[src/rtl/tri_cmd_sched_if.sv]
// Host command / triangle FIFO / rasterizer pacing bundle for tri_cmd_sched.
// master: the host, FIFO and rasterizer side; slave: the scheduler.
interface tri_cmd_sched_if #(
    parameter int BAND_W = 7
);
    logic              tri_valid;
    logic [479:0]      tri_data;
    logic              tri_last;
    logic              end_valid;
    logic              tri_ready;
    logic              fifo_full;
    logic [239:0]      fifo_wrdata;
    logic              fifo_push;
    logic              draw_next;
    logic              frame_done;
    logic [BAND_W-1:0] bands_left;

    modport master (
        output tri_valid, tri_data, tri_last, end_valid, fifo_full, draw_next,
        input  tri_ready, fifo_wrdata, fifo_push, frame_done, bands_left
    );

    modport slave (
        input  tri_valid, tri_data, tri_last, end_valid, fifo_full, draw_next,
        output tri_ready, fifo_wrdata, fifo_push, frame_done, bands_left
    );
endinterface

[src/rtl/tri_cmd_sched.sv]
// Triangle command scheduler: single writer of the rasterizer triangle FIFO.
// Pushes each 480-bit triangle as two 240-bit words, then closes the frame with
// NUM_BANDS-1 end-of-band records and one end-of-frame record, each record
// paced by the rasterizer's draw_next pulse.
//
// state | meaning
// IDLE  | waiting: host triangle/end request (FILL) or next marker (MARK)
// TRI1  | pushing triangle upper word [479:240]
// TRI2  | pushing triangle lower word [239:0]
// EFB1  | pushing end-of-band marker word
// EFB2  | pushing end-of-band trailer word
// EF1   | pushing end-of-frame marker word
// EF2   | pushing end-of-frame trailer word, frame_done pulse
module tri_cmd_sched #(
    parameter int NUM_BANDS = 80,
    parameter int BAND_W    = 7
) (
    input  logic           clk,
    input  logic           rst_n,
    tri_cmd_sched_if.slave bus
);

    typedef enum logic [2:0] {
        S_IDLE, S_TRI1, S_TRI2, S_EFB1, S_EFB2, S_EF1, S_EF2
    } state_t;

    typedef enum logic {
        PH_FILL, PH_MARK
    } phase_t;

    localparam logic [BAND_W-1:0] BANDS_INIT = BAND_W'(NUM_BANDS - 1);
    localparam logic [239:0]      EFB_WORD   = 240'h80;
    localparam logic [239:0]      EF_WORD    = 240'h40;

    state_t            state;
    phase_t            phase;
    logic              draw_rdy;
    logic [BAND_W-1:0] bands_left;
    logic [239:0]      tri_lo;
    logic              last_q;
    logic              push_q;
    logic [239:0]      wrdata_q;
    logic              frame_done_q;

    logic tri_ready_c;
    logic accept_tri;
    logic accept_end;
    logic mark_go;

    assign tri_ready_c = (state == S_IDLE) && (phase == PH_FILL) && !bus.fifo_full;
    assign accept_tri  = bus.tri_valid && tri_ready_c;
    // A simultaneous triangle wins; the host keeps end_valid up until a later IDLE.
    assign accept_end  = bus.end_valid && tri_ready_c && !bus.tri_valid;
    assign mark_go     = (state == S_IDLE) && (phase == PH_MARK) && !bus.fifo_full && draw_rdy;

    assign bus.tri_ready   = tri_ready_c;
    assign bus.fifo_push   = push_q;
    assign bus.fifo_wrdata = wrdata_q;
    assign bus.frame_done  = frame_done_q;
    assign bus.bands_left  = bands_left;

    // Main sequencer: state, phase, band count and registered FIFO write outputs.
    // Outputs are set on entry to a push state so they line up with that state.
    always_ff @(posedge clk or negedge rst_n) begin
        if (!rst_n) begin
            state        <= S_IDLE;
            phase        <= PH_FILL;
            bands_left   <= '0;
            tri_lo       <= '0;
            last_q       <= 1'b0;
            push_q       <= 1'b0;
            wrdata_q     <= '0;
            frame_done_q <= 1'b0;
        end else begin
            push_q       <= 1'b0;
            wrdata_q     <= '0;
            frame_done_q <= 1'b0;
            case (state)
                S_IDLE: begin
                    if (accept_tri) begin
                        tri_lo   <= bus.tri_data[239:0];
                        last_q   <= bus.tri_last;
                        state    <= S_TRI1;
                        push_q   <= 1'b1;
                        wrdata_q <= bus.tri_data[479:240];
                    end else if (accept_end) begin
                        phase      <= PH_MARK;
                        bands_left <= BANDS_INIT;
                    end else if (mark_go) begin
                        push_q <= 1'b1;
                        if (bands_left != '0) begin
                            state    <= S_EFB1;
                            wrdata_q <= EFB_WORD;
                        end else begin
                            state    <= S_EF1;
                            wrdata_q <= EF_WORD;
                        end
                    end
                end
                S_TRI1: begin
                    state    <= S_TRI2;
                    push_q   <= 1'b1;
                    wrdata_q <= tri_lo;
                end
                S_TRI2: begin
                    state <= S_IDLE;
                    if (last_q) begin
                        phase      <= PH_MARK;
                        bands_left <= BANDS_INIT;
                    end
                end
                S_EFB1: begin
                    bands_left <= bands_left - 1'b1;
                    state      <= S_EFB2;
                    push_q     <= 1'b1;
                end
                S_EFB2: begin
                    state <= S_IDLE;
                end
                S_EF1: begin
                    state        <= S_EF2;
                    push_q       <= 1'b1;
                    frame_done_q <= 1'b1;
                end
                S_EF2: begin
                    phase <= PH_FILL;
                    state <= S_IDLE;
                end
                default: begin
                    state <= S_IDLE;
                end
            endcase
        end
    end

    // Marker pacing flag: a draw_next pulse is remembered wherever it lands and
    // beats the clear issued by a marker's first word.
    always_ff @(posedge clk or negedge rst_n) begin
        if (!rst_n) begin
            draw_rdy <= 1'b1;
        end else if (bus.draw_next) begin
            draw_rdy <= 1'b1;
        end else if (state == S_EFB1 || state == S_EF1) begin
            draw_rdy <= 1'b0;
        end
    end

endmodule

[src/flat_wrapper.sv]
// flat-port wrapper written by rule: the top's interface ports become plain ports
module tri_cmd_sched_flat 
#(
    parameter int NUM_BANDS = 80,
    parameter int BAND_W    = 7
)
  (clk, rst_n, bus_tri_valid, bus_tri_data, bus_tri_last, bus_end_valid, bus_fifo_full, bus_draw_next, bus_tri_ready, bus_fifo_wrdata, bus_fifo_push, bus_frame_done, bus_bands_left);
  tri_cmd_sched_if #(.BAND_W(BAND_W)) bus_i ();
  input  logic clk;
  input  logic rst_n;
  input wire logic [$bits(bus_i.tri_valid)-1:0] bus_tri_valid;
  input wire logic [$bits(bus_i.tri_data)-1:0] bus_tri_data;
  input wire logic [$bits(bus_i.tri_last)-1:0] bus_tri_last;
  input wire logic [$bits(bus_i.end_valid)-1:0] bus_end_valid;
  input wire logic [$bits(bus_i.fifo_full)-1:0] bus_fifo_full;
  input wire logic [$bits(bus_i.draw_next)-1:0] bus_draw_next;
  output wire logic [$bits(bus_i.tri_ready)-1:0] bus_tri_ready;
  output wire logic [$bits(bus_i.fifo_wrdata)-1:0] bus_fifo_wrdata;
  output wire logic [$bits(bus_i.fifo_push)-1:0] bus_fifo_push;
  output wire logic [$bits(bus_i.frame_done)-1:0] bus_frame_done;
  output wire logic [$bits(bus_i.bands_left)-1:0] bus_bands_left;
  assign bus_i.tri_valid = bus_tri_valid;
  assign bus_i.tri_data = bus_tri_data;
  assign bus_i.tri_last = bus_tri_last;
  assign bus_i.end_valid = bus_end_valid;
  assign bus_i.fifo_full = bus_fifo_full;
  assign bus_i.draw_next = bus_draw_next;
  assign bus_tri_ready = bus_i.tri_ready;
  assign bus_fifo_wrdata = bus_i.fifo_wrdata;
  assign bus_fifo_push = bus_i.fifo_push;
  assign bus_frame_done = bus_i.frame_done;
  assign bus_bands_left = bus_i.bands_left;
  tri_cmd_sched #(.NUM_BANDS(NUM_BANDS), .BAND_W(BAND_W)) u_core (.clk(clk), .rst_n(rst_n), .bus(bus_i));
endmodule
[config.mk]
export PLATFORM = sky130hd
export DESIGN_NAME = tri_cmd_sched_flat
export DESIGN_NICKNAME = d
export VERILOG_FILES = /design/src/rtl/tri_cmd_sched_if.sv /design/src/rtl/tri_cmd_sched.sv /design/src/flat_wrapper.sv
export SDC_FILE = /design/constraint.sdc
export NUM_CORES = 1
export LEC_CHECK = 0
export ABC_AREA = 1
export BUFFER_PORTS_ARGS = -buffer_cell sky130_fd_sc_hd__buf_2
export CELL_PAD_IN_SITES_DETAIL_PLACEMENT = 1
export CELL_PAD_IN_SITES_GLOBAL_PLACEMENT = 1
export CORE_AREA = 8 8 282 284
export DETAILED_ROUTE_END_ITERATION = 6
export DIE_AREA = 0 0 290 292
export HOLD_SLACK_MARGIN = 0.08
export PLACE_DENSITY = 0.58
export REMOVE_ABC_BUFFERS = 1
export SYNTH_ARGS = -nofsm -noshare
export SYNTH_HDL_FRONTEND = slang
export SYNTH_SLANG_ARGS = --single-unit
export TNS_END_PERCENT = 10
[constraint.sdc]
create_clock -name clk -period 3.1 [get_ports clk]
set_clock_uncertainty 0.2 [all_clocks]
set_input_delay 0.62 -clock clk [delete_from_list [all_inputs] [get_ports clk]]
set_output_delay 0.62 -clock clk [all_outputs]
set_load 0.03 [all_outputs]
# Word-level counts from Yosys, hierarchy flattened
# Cells that the tools add are included.
[totals]
output_inout_bits = 250
mem_count = 0
reg_bits = 495
wordCells = 67
mem_bits_rw = 0
romBits = 0
latchBits = 0
[classes]
n_eq_ne = 10
bitwise_logic = 1
magnitude_cmp = 0
n_div = 0
n_addsub = 1
multipliers = 0
reduce_logical = 21
shifts = 0
mux = 25
[op_table]
columns = ["operator", "n"]
rows = [
  ["2-to-1 mux 240 bit", 3],
  ["one-hot mux 240 bit (2 select lines)", 1],
  ["2-to-1 mux 7 bit", 3],
  ["one-hot mux 7 bit (3 select lines)", 1],
  ["2-to-1 mux 3 bit", 4],
  ["one-hot mux 3 bit (4 select lines)", 1],
  ["2-to-1 mux 1 bit", 9],
  ["logical AND 1 bit", 8],
  ["2-to-1 mux 8 bit", 1],
  ["AND reduction 4 bit", 2],
  ["nonzero test 7 bit", 1],
  ["subtractor 7 x 1 -> 7 bit (second input constant)", 1],
  ["equality test 3 x 2 -> 1 bit (second input constant)", 2],
  ["equality test 3 bit (second input constant)", 2],
  ["nonzero test 3 bit", 2],
  ["!= test 2 x 1 -> 1 bit (second input constant)", 2],
  ["AND reduction 2 bit", 2],
  ["equality test 3 x 1 -> 1 bit (second input constant)", 1],
  ["zero test 3 bit", 1],
  ["!= test 3 x 1 -> 1 bit (second input constant)", 1],
  ["!= test 3 x 2 -> 1 bit (second input constant)", 1],
  ["one-hot mux 1 bit (3 select lines)", 1],
  ["OR reduction 3 bit", 1],
  ["zero test 1 bit", 2],
  ["other kinds (5)", 5],
]

# Longest topological paths before layout
[logic_depth]
ltp_word = 8
mapped_depth = 8

# Least setup slack after synthesis
# Ideal clock, no wire load.
[synth_path]
path_type = "input-to-output"
from = "in bus_fifo_full"
to = "out bus_tri_ready"
required_time_ps = 2280
setup_slack_ps = 1274
cell_stages = 3
arrival_ps = 1006
path_cell_list = "nor2_4 > nand2_1 > inv_1"
[synth_between]
elab_chain_cells = 2
[synth_rtl]
columns = ["item", "line", "text"]
rows = [
  ["start, declared", "flat_wrapper.sv:15", "input wire logic [$bits(bus_i.fifo_full)-1:0] bus_fifo_full;"],
  ["zero test 1 bit", "tri_cmd_sched.sv:50", "assign tri_ready_c = (state == S_IDLE) && (phase == PH_FILL) && !bus.fifo_full;"],
  ["logical AND 1 bit", "tri_cmd_sched.sv:50", ""],
  ["end, declared", "flat_wrapper.sv:17", "output wire logic [$bits(bus_i.tri_ready)-1:0] bus_tri_ready;"],
]
# No other way between the ends.

# Worst setup path in the final report
[layout_path]
from = "reg u_core.state[2]"
to = "out bus_tri_ready"
[layout_between]
elab_chain_cells = 3
[layout_rtl]
columns = ["item", "line", "text"]
rows = [
  ["start, declared", "tri_cmd_sched.sv:35", "state_t state;"],
  ["start signal, assigned", "tri_cmd_sched.sv:66", "state <= S_IDLE;"],
  ["start signal, assigned", "tri_cmd_sched.sv:83", "state <= S_TRI1;"],
  ["start signal, assigned", "tri_cmd_sched.sv:92", "state <= S_EFB1;"],
  ["zero test 3 bit", "tri_cmd_sched.sv:50", ""],
  ["logical AND 1 bit (2 in series)", "tri_cmd_sched.sv:50", ""],
]
# No other way between the ends.

==> key figures <==
Route
  • Post-DR wirelength/cell: between 15 and 20 um
  • DRC Markers: 0
  • Drt initial violations: approximately 810
  • Pre-antenna DRT Iters: 4
  • Antenna-violating nets left: 0
  • Aggregate routed wire length: between 70000 and 80000 um
  • Routed vias: approximately 18000
  • Via/cell ratio: roughly 4.3

Worst setup path
  • Crit-path cells: nor2_4 > nand2_1 > inv_1 > nand2_1 > inv_1 > buf_2
  • Startpoint types: flip-flop
  • Worst reg-to-reg path cell count: 5
  • CP max FO: 5
  • Worst path bufs/invs: 3
  • RR Endpoint: u_core.bus.fifo_wrdata[230]
  • Top delay family on crit path: flip-flops
  • Worst reg2reg setup slack: 0.89 ns
  • Worst EP arrival: ~1.8 ns
  • Critical path class: reg -> out
  • Critical path's largest stage delay: about 0.45 ns
  • CP max-delay cell: dfrtp_1
  • Crit. End Element: output pin
  • RR Startpoint: u_core.state[0]
  • CP required: between 2 and 2.5 ns

STA
  • Setup_tns: 0 ns
  • Max Freq: 387 MHz
  • Tcrit/Tclk final: between 80% and 90%
  • Final Hold Fails: 0
  • Finish-stage setup viols: 0
  • Rel. slew slack: between 50% and 60%
  • RSZ-0062 raised after global routing: false
  • Slew Viols, Final: 0
  • Final worst path period need: between 2 and 3 ns
  • Slew @ Worst Pin: approximately 0.62 ns

Min path
  • Hold wc startpoint: bus_tri_data[422]
  • Worst hold path type: in -> reg
  • Hold depth: 3
  • Hold worst-path end: u_core.bus.fifo_wrdata[182]

Floorplan
  • DIE WIDTH: 290 um
  • Area of the core: ~75000 um2
  • Die area: 84700 um2
  • Row count: between 100 and 150
  • I/O pin count: around 740
  • Die height: between 200 and 300 um
  • Initial Util: between 20% and 30%

Cells and area
  • Share of layout cells above drive strength 1: ~28%
  • Area grow syn2layout: 61.6%
  • Most frequent cells in the layout: buf_2, nand2_1, dfrtp_1
  • Fill cells: approximately 8700
  • Commonest non-fill, non-tap cell in the layout: buf_2
  • Final nets: 3605
  • Final std cells w/o fill: a little over 4000

Place
  • Cells after DPL: between 3000 and 4000
  • Gpl congestion: just over 0.8
  • Final HPWL DP: 51700 um
  • IO buf count: about 740

Yosys
  • Mapped cell area: between 15000 and 20000 um2
  • Sequential-to-total area share from yosys stat: between 60% and 70%
  • Gate Count Post-Synth: approximately 1900
  • FF+latch count, synth: 495
  • Average cell area after synthesis: 9.73 um2
  • Synth warn: 0
  • Post-synth cell types: 25

Clock tree
  • Clock edge transition at the registers on the reported setup and hold paths: about 0.060 ns
  • Num CTS Buffers: 57
  • Clock sinks: between 400 and 500
  • Root Driver: clkbuf_16
  • Worst-skew pair later-pin latency: between 0.5 and 0.6 ns
  • TritonCTS clock tree: built
  • H-Tree Depth: 2
  • CTS Buffer Depth: 3

Power
  • Peak supply drop: 0.447 mV
  • P_leak: roughly 15 nW
  • PD cells: around 850 nW/um2

GRT
  • Antenna violations before repair: 15
  • Vias in the first global route: 21100
  • Total GRT Usage: approximately 18%
  • Largest net degree at the start of global routing: 91
  • First-pass GRT wire length: 123000 um
  • Grt ovf: 0

Job
  • Max cap viols: 0

Status
  • Run status: complete, no violations
## power by group
part           total (mW)  switching [mW]  internal [mW]
Sequential           9.93           0.923           9.00
Combinational        8.66            5.98           2.68
Clock                6.86            2.74           4.11
## logic make-up after synthesis
family | Yosys count | synth area share, %
compound gates | 484 | 13.0
flops | 495 | 66.6
simple gates | 572 | 11.9
buf+inv | 362 | 8.43
fa+ha+maj | 1 | 0.0672
## synth_stat cells, drive strengths merged
cell type / count / area [um2]
a21o: 1 / 7.51
a21oi: 5 / 25.0
buf: 79 / 497
clkbuf: 26 / 105
dfrtp: 494 / 12400
dfstp: 1 / 26.3
ha: 1 / 12.5
inv: 257 / 967
nand2: 532 / 2000
nand3: 14 / 70.1
nand3b: 2 / 15.0
nand4: 2 / 27.5
nor2: 22 / 108
o21ai: 478 / 2390
## layout make-up
type	count	area [um2]	share of cell area, %
inverter	257	981	3.26
clock buffer	82	1700	5.65
antenna	12	30.0	0.0998
timing repair buffer	1249	8880	29.5
multi-input combinational	1057	4670	15.5
sequential	495	12400	41.2
tap	978	1220	4.07
clock inverter	20	211	0.703
## per-layer routing
layer  vias to the layer above  routed length (um)  share of wire (%)  global-route usage, %
li1                       8405                   -                  -                      -
met1                      8797               30700                 39                   20.1
met2                       610               40600                 51                   32.4
met3                       201                4230                5.3                   4.40
met4                         2                3420                4.3                   7.81
met5                         -                  13              0.016                      0
## registers in the layout, summed over array words and instances, names as in the netlist
name	cells
u_core.phase	1
u_core.tri_lo	240
u_core.state	3
u_core.bus.fifo_wrdata	240
u_core.bus.bands_left	7
u_core.bus.frame_done	1
u_core.bus.fifo_push	1
u_core.last_q	1
u_core.draw_rdy	1
## tightest hold or removal path, delay by kind of cell
| family | cells | cell delay, ns |
|---|---|---|
| AO/OA/AOI/OAI | 1 | 0.10 |
| buffers and inverters | 1 | 0.08 |
| AND/OR/NAND/NOR | 1 | 0.04 |
## stage by stage
step / utilization, % / power [mW] / area [um2] / setup slack, ns / hold slack (ns)
after floorplan: - / 15.0 / 18000 / -1.78 / 0.124
after global placement: 31.2 / 17.9 / 23500 / 0.647 / 0.278
after detailed placement: 31.2 / 18.1 / 23500 / 0.600 / 0.276
after CTS: 40.0 / 25.6 / 30100 / 0.453 / 0.0802
after global routing: 40.0 / 27.0 / 30100 / 0.389 / 0.0823
final: 40.0 / 25.4 / 30100 / 0.514 / 0.119
## how the worst max path moves through the flow
stage	start	to	depth (start not counted)
3_5_place_dp	bus_fifo_full	u_core.bus.fifo_wrdata[230]	7
4_1_cts	u_core.state[2]	bus_tri_ready	6
2_1_floorplan	bus_fifo_full	u_core.tri_lo[10]	4
5_1_grt	u_core.state[2]	bus_tri_ready	6
6_report	u_core.state[2]	bus_tri_ready	6
3_3_place_gp	bus_fifo_full	u_core.bus.fifo_wrdata[230]	7
## what timing repair did
action                                 CTS  global route
buffers inserted                         0             0
hold buffers                           468             0
gates resized for setup                  0             0
endpoints found under the hold margin  517             0
Note: power is estimated with default switching activity, not from simulation.
